[src/rtl/spi_fifo_param_if.sv]
// Bus bundle for spi_fifo_param: write/read handshake, status and error flags.
// The master modport is the register-interface / shift-engine side; the slave
// modport is the FIFO itself. Signal names keep the original port names.
interface spi_fifo_param_if #(
  parameter int DATA_W = 8,
  parameter int DEPTH  = 8
);
  localparam int ADDR_W = $clog2(DEPTH);

  logic              flush_i;
  logic              wr_en_i;
  logic [DATA_W-1:0] wr_data_i;
  logic              rd_en_i;
  logic [DATA_W-1:0] rd_data_o;
  logic              rd_valid_o;
  logic [ADDR_W:0]   count_o;
  logic              full_o;
  logic              empty_o;
  logic [ADDR_W:0]   thresh_i;
  logic              thresh_o;
  logic              clr_err_i;
  logic              overflow_o;
  logic              underflow_o;

  modport master (
    output flush_i, wr_en_i, wr_data_i, rd_en_i, thresh_i, clr_err_i,
    input  rd_data_o, rd_valid_o, count_o, full_o, empty_o, thresh_o,
           overflow_o, underflow_o
  );

  modport slave (
    input  flush_i, wr_en_i, wr_data_i, rd_en_i, thresh_i, clr_err_i,
    output rd_data_o, rd_valid_o, count_o, full_o, empty_o, thresh_o,
           overflow_o, underflow_o
  );
endinterface

[src/rtl/spi_fifo_param.sv]
// Parametrised synchronous FIFO for the SPI TX/RX data paths.
// Concurrent read/write on full, threshold flag, sticky overflow/underflow
// flags and synchronous flush. Storage is not reset.
// Build option: define SPI_FIFO_FWFT_EN for first-word-fall-through reads
// (zero read latency); default is a registered read with 1-cycle latency.
module spi_fifo_param #(
  parameter int DATA_W = 8,
  parameter int DEPTH  = 8
) (
  input logic              clk,
  input logic              rst_n,
  spi_fifo_param_if.slave  bus
);
  localparam int ADDR_W = $clog2(DEPTH);

  logic [DATA_W-1:0] mem [DEPTH];
  logic [ADDR_W-1:0] wr_ptr;
  logic [ADDR_W-1:0] rd_ptr;
  logic [ADDR_W:0]   count;
  logic              full;
  logic              empty;
  logic              rd_acc;
  logic              wr_acc;
  logic              ovf;
  logic              udf;

  assign full   = (count == (ADDR_W+1)'(DEPTH));
  assign empty  = (count == '0);
  // A read on empty is never accepted, even alongside a write (no bypass).
  assign rd_acc = bus.rd_en_i & ~empty;
  // On full, a write only fits if a read frees a slot in the same cycle.
  assign wr_acc = bus.wr_en_i & (~full | rd_acc);

  // Storage write; no reset so it maps onto plain RAM.
  always_ff @(posedge clk) begin
    if (!bus.flush_i && wr_acc) begin
      mem[wr_ptr] <= bus.wr_data_i;
    end
  end

  // Pointers and occupancy; flush overrides any same-cycle read/write.
  always_ff @(posedge clk or negedge rst_n) begin
    if (!rst_n) begin
      wr_ptr <= '0;
      rd_ptr <= '0;
      count  <= '0;
    end else if (bus.flush_i) begin
      wr_ptr <= '0;
      rd_ptr <= '0;
      count  <= '0;
    end else begin
      if (wr_acc) wr_ptr <= wr_ptr + ADDR_W'(1);
      if (rd_acc) rd_ptr <= rd_ptr + ADDR_W'(1);
      if (wr_acc && !rd_acc) begin
        count <= count + (ADDR_W+1)'(1);
      end else if (rd_acc && !wr_acc) begin
        count <= count - (ADDR_W+1)'(1);
      end
    end
  end

  // Sticky error flags: a new error event wins over a same-cycle clear.
  always_ff @(posedge clk or negedge rst_n) begin
    if (!rst_n) begin
      ovf <= 1'b0;
      udf <= 1'b0;
    end else begin
      if (!bus.flush_i && bus.wr_en_i && full && !rd_acc) begin
        ovf <= 1'b1;
      end else if (bus.clr_err_i) begin
        ovf <= 1'b0;
      end
      if (!bus.flush_i && bus.rd_en_i && empty) begin
        udf <= 1'b1;
      end else if (bus.clr_err_i) begin
        udf <= 1'b0;
      end
    end
  end

`ifdef SPI_FIFO_FWFT_EN
  // Head word is presented combinationally; rd_en_i pops it.
  assign bus.rd_data_o  = mem[rd_ptr];
  assign bus.rd_valid_o = ~empty;
`else
  logic [DATA_W-1:0] rd_data_q;
  logic              rd_valid_q;

  // Registered read: data appears the cycle after an accepted read and then holds.
  always_ff @(posedge clk or negedge rst_n) begin
    if (!rst_n) begin
      rd_data_q  <= '0;
      rd_valid_q <= 1'b0;
    end else begin
      rd_valid_q <= rd_acc & ~bus.flush_i;
      if (rd_acc && !bus.flush_i) begin
        rd_data_q <= mem[rd_ptr];
      end
    end
  end

  assign bus.rd_data_o  = rd_data_q;
  assign bus.rd_valid_o = rd_valid_q;
`endif

  assign bus.count_o     = count;
  assign bus.full_o      = full;
  assign bus.empty_o     = empty;
  assign bus.thresh_o    = (count >= bus.thresh_i);
  assign bus.overflow_o  = ovf;
  assign bus.underflow_o = udf;

endmodule

[src/flat_wrapper.sv]
// flat-port wrapper written by rule: the top's interface ports become plain ports
module spi_fifo_param_flat 
#(
  parameter int DATA_W = 8,
  parameter int DEPTH  = 8
)
  (clk, rst_n, bus_flush_i, bus_wr_en_i, bus_wr_data_i, bus_rd_en_i, bus_thresh_i, bus_clr_err_i, bus_rd_data_o, bus_rd_valid_o, bus_count_o, bus_full_o, bus_empty_o, bus_thresh_o, bus_overflow_o, bus_underflow_o);
  spi_fifo_param_if #(.DATA_W(DATA_W), .DEPTH(DEPTH)) bus_i ();
  input logic clk;
  input logic rst_n;
  input wire logic [$bits(bus_i.flush_i)-1:0] bus_flush_i;
  input wire logic [$bits(bus_i.wr_en_i)-1:0] bus_wr_en_i;
  input wire logic [$bits(bus_i.wr_data_i)-1:0] bus_wr_data_i;
  input wire logic [$bits(bus_i.rd_en_i)-1:0] bus_rd_en_i;
  input wire logic [$bits(bus_i.thresh_i)-1:0] bus_thresh_i;
  input wire logic [$bits(bus_i.clr_err_i)-1:0] bus_clr_err_i;
  output wire logic [$bits(bus_i.rd_data_o)-1:0] bus_rd_data_o;
  output wire logic [$bits(bus_i.rd_valid_o)-1:0] bus_rd_valid_o;
  output wire logic [$bits(bus_i.count_o)-1:0] bus_count_o;
  output wire logic [$bits(bus_i.full_o)-1:0] bus_full_o;
  output wire logic [$bits(bus_i.empty_o)-1:0] bus_empty_o;
  output wire logic [$bits(bus_i.thresh_o)-1:0] bus_thresh_o;
  output wire logic [$bits(bus_i.overflow_o)-1:0] bus_overflow_o;
  output wire logic [$bits(bus_i.underflow_o)-1:0] bus_underflow_o;
  assign bus_i.flush_i = bus_flush_i;
  assign bus_i.wr_en_i = bus_wr_en_i;
  assign bus_i.wr_data_i = bus_wr_data_i;
  assign bus_i.rd_en_i = bus_rd_en_i;
  assign bus_i.thresh_i = bus_thresh_i;
  assign bus_i.clr_err_i = bus_clr_err_i;
  assign bus_rd_data_o = bus_i.rd_data_o;
  assign bus_rd_valid_o = bus_i.rd_valid_o;
  assign bus_count_o = bus_i.count_o;
  assign bus_full_o = bus_i.full_o;
  assign bus_empty_o = bus_i.empty_o;
  assign bus_thresh_o = bus_i.thresh_o;
  assign bus_overflow_o = bus_i.overflow_o;
  assign bus_underflow_o = bus_i.underflow_o;
  spi_fifo_param #(.DATA_W(DATA_W), .DEPTH(DEPTH)) u_core (.clk(clk), .rst_n(rst_n), .bus(bus_i));
endmodule
[config.mk]
export PLATFORM = sky130hd
export DESIGN_NAME = spi_fifo_param_flat
export DESIGN_NICKNAME = d
export VERILOG_FILES = /design/src/rtl/spi_fifo_param_if.sv /design/src/rtl/spi_fifo_param.sv /design/src/flat_wrapper.sv
export SDC_FILE = /design/constraint.sdc
export NUM_CORES = 1
export LEC_CHECK = 0
export ABC_CLOCK_PERIOD_IN_PS = 3000
export CORE_UTILIZATION = 35
export CTS_CLUSTER_DIAMETER = 60
export CTS_CLUSTER_SIZE = 40
export DETAILED_ROUTE_END_ITERATION = 8
export SLEW_MARGIN = 25
export SYNTH_ARGS = -nofsm -noshare
export SYNTH_HDL_FRONTEND = slang
export SYNTH_SLANG_ARGS = --single-unit
[constraint.sdc]
create_clock -name clk -period 3 [get_ports clk]
set_clock_uncertainty 0.15 [all_clocks]
set_input_delay 0.6 -clock clk [delete_from_list [all_inputs] [get_ports clk]]
set_output_delay 0.6 -clock clk [all_outputs]
set_load 0.005 [all_outputs]
==> impl_metrics.ini <==
[status]
run_status = completed

[floorplanning]
io-pin-count = 36
num_rows = 37
core-area_sq_um = 10300
initial_core_util = 0.361
dieArea_sq_um = 11100
die_x_um = 105
die_h_um = 105

[setup_path]
startpoint_type = input port
critPathCaptureType = output pin
worst_path_dominant_cell_family = buffers and inverters
crit_slowest_cell = clkdlybuf4s50_1
cp.required_ns = 2.25
crit_chain = clkdlybuf4s50_1, ha_1, nand2b_1, a21o_1, a21o_1, a21o_1, dlygate4sd2_1
crit_fanout = 1
cp.buffers_inverters = 2
path_common_cell = a21o_1
critPathKind = in -> out
crit_arrival_ns = 2.15
slowest_delay_ns = 0.45

[final_layout]
layout-drive-gt1-share = 0.219
post-route-util = 0.437
final_common_cell = edfxtp_1
layout_common_cells = edfxtp_1 (64), clkdlybuf4s50_1 (34), buf_4 (21), dfrtp_1 (21), nor2_1 (20)
fin_nets = 314
antenna_cells = 0
syn2layout_area_growth_pct = 21.0

[job]
drv_cap = 0

[global_routing]
antenna_found_initial = 0
grt_pass1_vias = 2138
grt_use_total = 0.139
grt_max_degree = 22
grt_pass1_wl_mm = 11.4
grt.overflow.total = 0

[clock_tree]
cts_tree = done
clk_pin_slew_worst_paths_ns = 0.08
numCtsBuffers = 9
root_buffer = clkbuf_8
cts-htree-levels = 3
clockBufferDepth = 2
post_cts_resized = 1
post_cts.repair.setup_buffers = 0
cts_hold_buf = 0
clkLatencyLatePin_ns = 0.35
clock-sinks = 85

[timing]
hold_viol_final = 0
finalSetupViolCount = 0
max_slew_margin = 0.437
fmaxAchievable_ghz = 0.345
final.period_utilization = 0.967
worst_pin_slew_ns = 0.845
fin_crit_ns = 2.90
rsz0062_at_grt = false
drv_slew = 0
tns_ns = 0

[drt]
via_per_inst = 4.92
final_antenna_net_count = 0
drcViolationCount = 0
drtIter0Drc = 88
wl_mm = 6.98
drt_first_pass_iters = 6
dr_total_vias = 2106
wl_per_cell_um = 16.3

[logic_synthesis]
synth_edf_count = 64
synth-main-ff-cell = edfxtp_1
synth.avg_cell_area_sq_um = 15.9
synthCells = 235
yosys_warnings = 0
synth_async_sr_flop_share = 0.247
synth.net_count = 262
synth.ff_latch_count = 85
syn_area_sq_um = 3730
synth.distinct_cells = 42
seq_area_frac_synth = 0.656

[power]
power_density_nw_per_um2 = 767
leakage_nw = 1.61
peakVddDrop_mv = 0.322

[placement]
dp_hpwl_mm = 4.46
portBuffers = 35
gp_congestion = 0.721

[hold_path]
hold_class = reg -> reg
## cell families after synthesis
family / share of synthesized area
XOR/XNOR: 0.0164
adder cells (fa/ha/maj): 0.0322
buffers and inverters: 0.0399
flip-flops: 0.656
AO/OA/AOI/OAI: 0.0630
AND/OR/NAND/NOR: 0.0664
multiplexers: 0.126
## report_power, final
group	switching, mW	total, mW	internal (mW)
clock network	0.420	0.811	0.391
registers	0.115	1.50	1.38
logic	0.520	1.15	0.632
## tightest hold or removal path: stages (launching register included)
cell	delay [ns]
dfrtp_1	0.35
nor2_1	0.05
a21oi_1	0.10
## Yosys cell counts, drive strengths merged, types with 2 or more instances
cell	number	area, sq um
inv	12	45.0
nor4b	2	17.5
nor2	22	87.6
nor4	2	12.5
clkbuf	3	11.3
xnor2	3	26.3
xor2	4	35.0
nand3	5	25.0
nor3b	2	15.0
edfxtp	64	1920
a21oi	12	63.8
buf	12	92.6
ha	8	100
nand2b	3	18.8
mux4	16	360
a21o	3	22.5
nor3	3	15.0
dfrtp	21	526
o21ai	3	26.3
nand2	7	26.3
o211ai	4	40.0
o32ai	2	17.5
mux2i	11	110
## final timing paths
path / start / end / slack, ns / cells past startpoint
max: bus_thresh_i[0] / bus_thresh_o / 0.10 / 7
min: u_core.bus.rd_data_o[2] / u_core.bus.rd_data_o[2] / 0.38 / 2
max reg2reg: u_core.bus.count_o[1] / u_core.bus.count_o[1] / 0.54 / 8
min reg2reg: u_core.bus.rd_data_o[2] / u_core.bus.rd_data_o[2] / 0.38 / 2
max in group asynchronous: rst_n / u_core.wr_ptr[2] / 2.00 / 2
min in group asynchronous: rst_n / u_core.bus.rd_data_o[6] / 0.45 / 2
## metrics by stage
stage / power (mW) / hold WS (ns) / worst slack [ns] / cells / area (sq um)
floorplan: 2.28 / 0.154 / 0.321 / 235 / 3730
global placement: 2.68 / 0.357 / -0.0973 / 412 / 4320
detailed placement: 2.70 / 0.366 / -0.0938 / 412 / 4320
CTS: 3.51 / 0.386 / 0.0886 / 428 / 4510
global route: 3.68 / 0.417 / 0.00320 / 428 / 4510
finish: 3.46 / 0.377 / 0.100 / 428 / 4510
## metal layers
metal  GRT usage  routed length [um]
met1       0.171                3100
met2       0.238                3630
met3      0.0297                 154
met4      0.0543                  93
met5           0                   0
## state kept, by name, indices dropped and copies added, names as in the netlist
signal                  flops
u_core.wr_ptr               3
u_core.mem                 64
u_core.rd_ptr               3
u_core.bus.overflow_o       1
u_core.bus.underflow_o      1
u_core.bus.rd_data_o        8
u_core.bus.rd_valid_o       1
u_core.bus.count_o          4
## cell type report
class	count	area, sq um
Clock inverter	6	70.1
Sequential cell	85	2450
Clock buffer	10	128
Fill cell	925	5810
Timing Repair Buffer	56	507
Inverter	12	45.0
Tap cell	136	170
Multi-Input combinational cell	123	1150
Power figures use the tool's default switching activity.
